**src/rtl/tick_pulse_gen.sv**
```systemverilog
// Event-to-pulse stretcher: each accepted tick yields one ON_CYC-long high pulse
// followed by at least GAP_CYC low cycles; extra ticks are queued up to PEND_MAX.
module tick_pulse_gen #(
  parameter int CLK_FREQ      = 27_000_000,
  parameter int PULSE_TIME_MS = 50,
  parameter int GAP_TIME_MS   = 50,
  parameter int PEND_MAX      = 7
) (
  input  logic                          clk,
  input  logic                          reset_n,
  input  logic                          tick_in,
  input  logic                          clear,
  output logic                          level_out,
  output logic                          busy,
  output logic [$clog2(PEND_MAX+1)-1:0] pending,
  output logic                          done_tick,
  output logic                          overflow
);

  localparam int ON_CYC  = (CLK_FREQ / 1000) * PULSE_TIME_MS;
  localparam int GAP_CYC = (CLK_FREQ / 1000) * GAP_TIME_MS;
  localparam int MAX_CYC = (ON_CYC > GAP_CYC) ? ON_CYC : GAP_CYC;
  localparam int CW      = (MAX_CYC > 1) ? $clog2(MAX_CYC) : 1;
  localparam int PW      = $clog2(PEND_MAX + 1);

  localparam logic [CW-1:0] ON_LD  = CW'(ON_CYC - 1);
  localparam logic [CW-1:0] GAP_LD = CW'(GAP_CYC - 1);
  localparam logic [PW-1:0] P_MAX  = PW'(PEND_MAX);

  // ON is the only encoding with bit 0 set, so level_out is a single flop bit
  // and cannot glitch on ON->GAP transitions.
  typedef enum logic [1:0] {
    IDLE = 2'b00,
    ON   = 2'b01,
    GAP  = 2'b10
  } state_t;

  state_t        r_state;
  logic [CW-1:0] r_cnt;
  logic [PW-1:0] r_pend;

  logic w_cnt_zero;
  logic w_last_gap;
  logic w_full;
  logic w_queue;

  assign w_cnt_zero = (r_cnt == '0);
  assign w_last_gap = (r_state == GAP) && w_cnt_zero;
  assign w_full     = (r_pend == P_MAX);
  // A tick in the final gap cycle starts the next pulse directly instead of queueing.
  assign w_queue    = tick_in && !clear && (r_state != IDLE) && !w_last_gap;

  always_ff @(posedge clk or negedge reset_n) begin
    if (!reset_n) begin
      r_state <= IDLE;
      r_cnt   <= '0;
      r_pend  <= '0;
    end else if (clear) begin
      r_state <= IDLE;
      r_cnt   <= '0;
      r_pend  <= '0;
    end else begin
      if (w_queue && !w_full) r_pend <= r_pend + 1'b1;
      case (r_state)
        IDLE: begin
          if (tick_in) begin
            r_state <= ON;
            r_cnt   <= ON_LD;
          end
        end
        ON: begin
          if (w_cnt_zero) begin
            r_state <= GAP;
            r_cnt   <= GAP_LD;
          end else begin
            r_cnt <= r_cnt - 1'b1;
          end
        end
        GAP: begin
          if (w_cnt_zero) begin
            if (tick_in) begin
              r_state <= ON;
              r_cnt   <= ON_LD;
            end else if (r_pend != '0) begin
              r_state <= ON;
              r_cnt   <= ON_LD;
              r_pend  <= r_pend - 1'b1;
            end else begin
              r_state <= IDLE;
            end
          end else begin
            r_cnt <= r_cnt - 1'b1;
          end
        end
        default: begin
          r_state <= IDLE;
          r_cnt   <= '0;
        end
      endcase
    end
  end

  assign level_out = r_state[0];
  assign busy      = (r_state != IDLE);
  assign pending   = r_pend;
  assign done_tick = (r_state == ON) && w_cnt_zero && !clear;
  assign overflow  = w_queue && w_full;

endmodule
```
**config.mk**
```make
export PLATFORM = sky130hd
export DESIGN_NAME = tick_pulse_gen
export DESIGN_NICKNAME = d
export VERILOG_FILES = /design/src/rtl/tick_pulse_gen.sv
export SDC_FILE = /design/constraint.sdc
export NUM_CORES = 1
export LEC_CHECK = 0
export CAP_MARGIN = 20
export CELL_PAD_IN_SITES_DETAIL_PLACEMENT = 1
export CELL_PAD_IN_SITES_GLOBAL_PLACEMENT = 2
export CORE_ASPECT_RATIO = 0.8
export CORE_UTILIZATION = 40
export DETAILED_ROUTE_END_ITERATION = 8
export PLACE_DENSITY_LB_ADDON = 0.1
export SLEW_MARGIN = 20
export SYNTH_ARGS = -nofsm -noshare
export SYNTH_HDL_FRONTEND = slang
export SYNTH_SLANG_ARGS = --single-unit
export TNS_END_PERCENT = 10
```
**constraint.sdc**
```tcl
create_clock -name clk -period 6.3 [get_ports clk]
set_input_delay 0.63 -clock clk [delete_from_list [all_inputs] [get_ports clk]]
set_output_delay 0.63 -clock clk [all_outputs]
set_load 0.05 [all_outputs]
```
==> results of run 1 <==
-- layout make-up --
cell class,instances,area [um2]
tap,57,71.3
clock buffer,3,41.3
fill,496,2220
multi-input combinational,155,1050
clock inverter,1,30.0
timing repair buffer,12,115
sequential,26,651
inverter,8,30.0
-- worst min-delay path by stage --
stage          slack, ns          to  cells past startpoint
2_1_floorplan       0.33  pending[0]                      0
3_3_place_gp        0.50    r_cnt[8]                      1
3_5_place_dp        0.50    r_cnt[8]                      1
4_1_cts             0.53    r_cnt[8]                      1
5_1_grt             0.54    r_cnt[8]                      1
6_report            0.53    r_cnt[8]                      1
-- per-layer routing --
layer	wire length [um]	vias up	global-route usage, %
met4	2	0	3.30
met2	2230	19	37.3
met3	136	2	3.26
met5	0	-	0
met1	2480	805	32.7
li1	-	781	-
-- power by group through the flow --
stage / combinational [mW] / sequential (mW) / clock, mW
after floorplan: 0.278 / 0.287 / 0
after global placement: 0.400 / 0.273 / 0
after detailed placement: 0.411 / 0.276 / 0
after CTS: 0.412 / 0.273 / 0.147
after global routing: 0.458 / 0.284 / 0.151
final: 0.414 / 0.274 / 0.139
-- state kept, by name (all words and copies together), names as in the netlist --
register	flops
r_cnt	21
pending	3
r_state	2
-- per-stage QoR --
stage / hold slack, ns / utilization (%)
4_1_cts: 0.527 / 47.2
3_5_place_dp: 0.504 / 45.5
6_report: 0.526 / 47.2
2_1_floorplan: 0.334 / -
5_1_grt: 0.540 / 47.2
3_3_place_gp: 0.498 / 45.5
-- worst register-to-register path, delay by kind of cell, from the launching register on --
family	cells	cell delay, ns
simple gates	2	0.94
buf+inv	3	0.66
compound gates	2	0.26
fa+ha+maj	1	0.35
flops	1	0.43
-- logic make-up (layout without fill, tap and decap cells) --
family	after synthesis	after routing	synth area share (%)
AOI/OAI and AO/OA	68	68	25.2
DFF	26	26	37.0
buffers and inverters	16	24	3.56
muxes	1	1	0.569
xor gates and xnor gates	2	2	0.996
and+or+nand+nor	75	75	26.3
adders and majority gates	9	9	6.40
-- synth_stat cells, drive strengths merged (3+ instances only) --
library cell	count
a21oi	20
a31oi	7
clkbuf	6
dfrtp	26
ha	9
inv	8
nand2	11
nand3	4
nand3b	3
nand4b	5
nor2	10
nor3	9
nor4	4
o21a	3
o21ai	14
o31ai	7
or3	5
or4	8
-- placed cells by master, fill, tap and decap left out, drive strengths merged, types with 2 or more instances in the layout --
master / instances
clkbuf: 3
or3: 5
o221a: 2
nor3b: 2
clkdlybuf4s50: 10
nor4b: 2
inv: 8
o22a: 2
or4: 8
nor2b: 2
and3: 2
a211o: 2
nand3: 4
a31oi: 7
a21oi: 20
o21a: 3
nand2: 11
o31ai: 7
nor3: 9
and2: 2
nand3b: 3
dfrtp: 26
ha: 9
nor4: 4
nor2: 10
o21ai: 14
o211ai: 2
xor2: 2
nand4b: 5
buf: 2
==> metrics.md, run 1 <==
| Metric | Value |
|---|---|
| Status | `completed` |
| Type of origin of the critical path | `flop` |
| Syn Nets | `between 200 and 250` |
| Largest area contributor in the netlist | `dfrtp_1` |
| Root Buffer | `clkbuf_8` |
| Reg2Reg Depth | `8` |
| Largest net degree at the start of global routing | `27` |
| Sw Share | `44.9%` |
| Rows | `21` |
| CTS buffer count | `3` |
| Starting Density | `between 40% and 50%` |
| Final Cycle Share | `60.0%` |
| Reg2Reg Launch Point | `r_state[1]` |
| Global-route wire length before repair | `8080 um` |
| CP Data Arrival Time | `~3.2 ns` |
| Clk Latency, worst-skew pair | `0.27 ns` |
| Post-CTS Setup Inserts | `0` |
| Residual DRC | `0` |
| Sequential fraction of the synthesis area | `37.0%` |
| EDFF count, synth | `0` |
| Pre-CTS setup slack | `2.90 ns` |
| Avg Synthesized Cell Area | `8.93 um2` |
| Post-Syn Area | `about 0.0018 mm2` |
| Crit-path cells | `inv_1 -> ha_1 -> nor4b_1 -> and4_1 -> nand2_1 -> nor3b_1 -> clkdlybuf4s50_1` |
| Post-synth top area share | `37.0%` |
| Crit path kind | `flop to output pin` |
| Finish-stage setup viols | `0` |
| Placed cell count | `258` |
| Bufs and invs on worst path | `2` |
| Worst setup path endpoint | `done_tick` |
| Hold-fix buffers, CTS | `0` |
| Synth Flop Type | `dfrtp_1` |
| Max_cap viols | `0` |
| PostCTS Resize Cnt | `0` |
| Int Pwr | `456 uW` |
| Endpoint class of the critical path | `output pin` |
| Synthesis-to-layout area growth | `12.8%` |
| IO Pins | `11` |
| Setup ws final | `around 2.5 ns` |
| HP Class | `flop to flop` |
| GRT Residual Overflow | `0` |
| IO buf count | `10` |
| ANT nets after route | `0` |
| PwrDens | `417 mW/mm2` |
| Hold Fails Final Rpt | `0` |
| Initial antenna violation count | `0` |
| Largest cells by area after synthesis | `dfrtp_1 37%, ha_1 6.4%, a21oi_1 5.1%, o21ai_0 3.7%, o31ai_1 3.0%` |
| Yosys cell types | `50` |
| Max FO, Critical Path | `9` |
| Die Ht | `around 61 um` |
| Maximum VDD drop | `between 200 and 250 uV` |
| 1st-iter DRT viols | `between 100 and 150` |
| Max clock buf depth | `2` |
| Overall Power | `827 uW` |
| Final WL | `slightly below 5000 um` |
| Placer congestion estimate | `approximately 0.83` |
| Post-Syn Instances | `197` |
| Logic gate share of total power | `50.0%` |
| Relative slew slack | `50.9%` |
| Worst R2R End | `r_cnt[13]` |
| Switching power | `371 uW` |
| Vias | `1,607` |
| Die area | `around 0.0047 mm2` |
| Critical Path RT | `5.67 ns` |
| Worst Clk Skew | `0.0104 ns` |
| HPWL after DPL | `~3600 um` |
| Cell family with most CP delay | `simple AND/OR/NAND/NOR gates` |
| Htree depth | `1` |
| Synth warnings | `0` |
| Tot GR Track Use | `22.6%` |
| Setup TNS | `0 ns` |
| CTS tree | `yes` |
| Critical Path Source | `r_cnt[0]` |
| Cell Count, Final, Fillers Out | `roughly 260` |
| CP max stage cell | `clkdlybuf4s50_1` |
| Min cycle time layout | `3.78 ns` |
| Vias in the first global route | `1,558` |
| Slew @ Worst Pin | `approximately 0.73 ns` |
| TritonRoute pass-1 iters | `4` |
| Core ar. | `~0.0042 mm2` |
| Routed vias/inst | `around 6.1` |
| #FFs+latches synth | `26` |
| RSZ-0062 raised after global routing | `false` |
| Final Max Tran Viols | `0` |
| Antenna diodes | `0` |
| Final design area excluding fillers | `about 0.002 mm2` |
| Seq pwr share | `33.1%` |
| Fmax | `265 MHz` |
| DIE WIDTH | `about 76 um` |
| Clk sinks | `26` |
| Clock network fraction of design power | `16.8%` |
| Final net count | `219` |
| WP depth | `7` |
| Static leakage | `around 0.78 nW` |
| Proportion of layout cells with a drive suffix above 1 | `9.76%` |
| Placed Instance Area | `0.00191 mm2` |
| Clock transition at path regs | `0.09 ns` |
| Asr flop ratio synth | `100%` |
| Routed WL per cell | `18.5 um` |
| Hold path start | `r_cnt[8]` |
| R2R setup slack | `3.59 ns` |
| Largest stage delay, worst path | `about 0.84 ns` |
Note: power is estimated with default switching activity, not from simulation.
==> run 2, diff against run 1 <==
--- a/config.mk
+++ b/config.mk
@@ -9,7 +9,7 @@
 export CELL_PAD_IN_SITES_DETAIL_PLACEMENT = 1
 export CELL_PAD_IN_SITES_GLOBAL_PLACEMENT = 2
 export CORE_ASPECT_RATIO = 0.8
-export CORE_UTILIZATION = 40
+export CORE_UTILIZATION = 33
 export DETAILED_ROUTE_END_ITERATION = 8
 export PLACE_DENSITY_LB_ADDON = 0.1
 export SLEW_MARGIN = 20
==> constraint.sdc (replaced) <==
create_clock -name clk -period 3.26 [get_ports clk]
set_input_delay 0.326 -clock clk [delete_from_list [all_inputs] [get_ports clk]]
set_output_delay 0.326 -clock clk [all_outputs]
set_load 0.05 [all_outputs]
==> run 2 against run 1 <==
  * Clock-buffer cell count is the same
  * Critical path depth shrank 1
  * Cell count grew 3.1%
  * Clock power grew 99%
  * Flip-flop and latch count is the same
  * Cell area grew 1.6%
  * Global-route usage shrank 2.0 points
  * Clock skew shrank 0.0053 ns
  * Worst setup slack lost 2.2 ns
  * Core utilization shrank 7.4 points
  * Largest cell class unchanged
==> metrics.md, run 2 (synthesis gave the netlist of run 1 again) <==
| Metric | Value |
|---|---|
| Die Ht | `67.3 um` |
| Critical Path RT | `2.93 ns` |
| Clock transition at path regs | `0.10 ns` |
| Max FO, Critical Path | `9` |
| Final WL | `5190 um` |
| Routed WL per cell | `19.2 um` |
| IO Pins | `11` |
| Clk sinks | `26` |
| Reg2Reg Launch Point | `r_cnt[0]` |
| Placed Instance Area | `0.00194 mm2` |
| Max_cap viols | `0` |
| Initial antenna violation count | `0` |
| DIE WIDTH | `about 84 um` |
| CTS buffer count | `3` |
| Vias in the first global route | `1,726` |
| Final design area excluding fillers | `0.00202 mm2` |
| Antenna diodes | `0` |
| Core ar. | `0.00506 mm2` |
| Hold-fix buffers, CTS | `0` |
| Reg area | `651 um2` |
| Rows | `23` |
| Met2 Resource Use GR | `32.5%` |
| Vias | `around 1.6k` |
| Multi-input logic area | `0.00105 mm2` |
| Setup TNS | `0 ns` |
| Cell Count, Final, Fillers Out | `270` |
| Htree depth | `1` |
| IO buf count | `10` |
| GRT Residual Overflow | `0` |
| Largest reg by FF count | `r_cnt` |
| Routed vias/inst | `roughly 6` |
| Final net count | `~220` |
| Global-route wire length before repair | `around 9000 um` |
| Fillcell total | `610` |
| Max clock buf depth | `2` |
| Most frequent cells in the layout | `26 x dfrtp_1, 18 x a21oi_1, 13 x o21ai_0` |
| Final Max Tran Viols | `0` |
| Overall Power | `1.65 mW` |
| Worst R2R End | `pending[2]` |
| Placed cell count | `266` |
| Proportion of layout cells with a drive suffix above 1 | `roughly an eighth` |
| Met3 Use GR | `roughly 4.0%` |
| Die area | `0.00563 mm2` |
| Most common cell after layout, fill and taps aside | `dfrtp_1` |
| PwrDens | `816 mW/mm2` |
| HPWL after DPL | `3800 um` |
| Pre-CTS setup slack | `0.551 ns` |
| Critical Path Source | `r_cnt[0]` |
| Reg2Reg Depth | `7` |
| Clk Latency, worst-skew pair | `about 0.28 ns` |
| Type of origin of the critical path | `flop` |
| Starting Density | `about a third` |
| Crit path kind | `flop to output pin` |
| Residual DRC | `0` |
| Slew @ Worst Pin | `about 0.73 ns` |
| Largest net degree at the start of global routing | `27` |
| Static leakage | `roughly 0.8 nW` |
| GR Util met1 | `28.9%` |
| Worst Clk Skew | `between 0.005 and 0.006 ns` |
| HP Class | `input port to async pin` |
| Synthesis-to-layout area growth | `14.7%` |
| Min cycle time layout | `2.91 ns` |
| Tot GR Track Use | `20.5%` |
| TritonRoute pass-1 iters | `4` |
| Root Buffer | `clkbuf_8` |
| Setup ws final | `0.352 ns` |
| Placer congestion estimate | `~0.83` |
| RSZ-0062 raised after global routing | `false` |
| Endpoint class of the critical path | `output pin` |
| Maximum VDD drop | `349 uV` |
| Status | `completed` |
| Most Crowded Layer GR | `met2` |
| ANT nets after route | `0` |
| Hold Fails Final Rpt | `0` |
| CP Data Arrival Time | `2.58 ns` |
| Finish-stage setup viols | `0` |
| CTS tree | `yes` |
| 1st-iter DRT viols | `83` |
| Final Cycle Share | `89.2%` |
| Number of flip-flops in the largest register | `21` |
| R2R setup slack | `0.76 ns` |
| Fmax | `344 MHz` |
| Relative slew slack | `51.0%` |
## run 2: changes by cell type in the layout (fill, tap and decap cells not counted), sizes merged
| cell | before | now |
|---|---|---|
| buf | 2 | 6 |
| clkdlybuf4s50 | 10 | 9 |
## run 2: per-stage QoR
step	hold WS [ns]	utilization, %
global placement	0.496	38.3
global route	0.446	39.8
detailed placement	0.493	38.3
finish	0.423	39.8
floorplan	0.0304	-
CTS	0.431	39.7
## run 2: repair_timing
action	CTS	global route
setup buffers	0	0
resized for setup	0	1
hold endpoints to repair	0	0
endpoints found under the setup margin	0	1
## run 2: final cells by class
cell class              instances  area share [%]
repair buffers                 15            6.70
multi-input cells             155            52.2
inverters                       8            1.49
clock buffers                   3            2.05
clock inverters                 1            1.49
flip-flops and latches         26            32.3
well taps                      62            3.85
## run 2: metal layers
metal / vias to the layer above / share of wire [%]
met2: 16 / 43
li1: 782 / -
met3: 6 / 2.4
met4: 0 / 1.4
met5: - / 0
met1: 789 / 53
## run 2: critical path: stages (launching register included)
cell and delay [ns]:
dfrtp_1 0.43, inv_1 0.09, ha_1 0.23, nor4b_2 0.28, and4_1 0.44, a31oi_1 0.13, clkdlybuf4s50_1 0.71
## run 2: power breakdown
part / internal, mW / switching [mW] / leakage [nW] / total, mW
logic: 0.323 / 0.509 / 0.419 / 0.832
registers: 0.414 / 0.124 / 0.342 / 0.538
clock network: 0.165 / 0.111 / 0.0357 / 0.276
## run 2: worst max-delay path by stage
stage,depth (start not counted),slack (ns),end
6_report,6,0.35,overflow
5_1_grt,6,0.11,overflow
4_1_cts,6,0.22,overflow
3_5_place_dp,6,0.55,overflow
3_3_place_gp,6,0.60,overflow
2_1_floorplan,7,0.15,done_tick
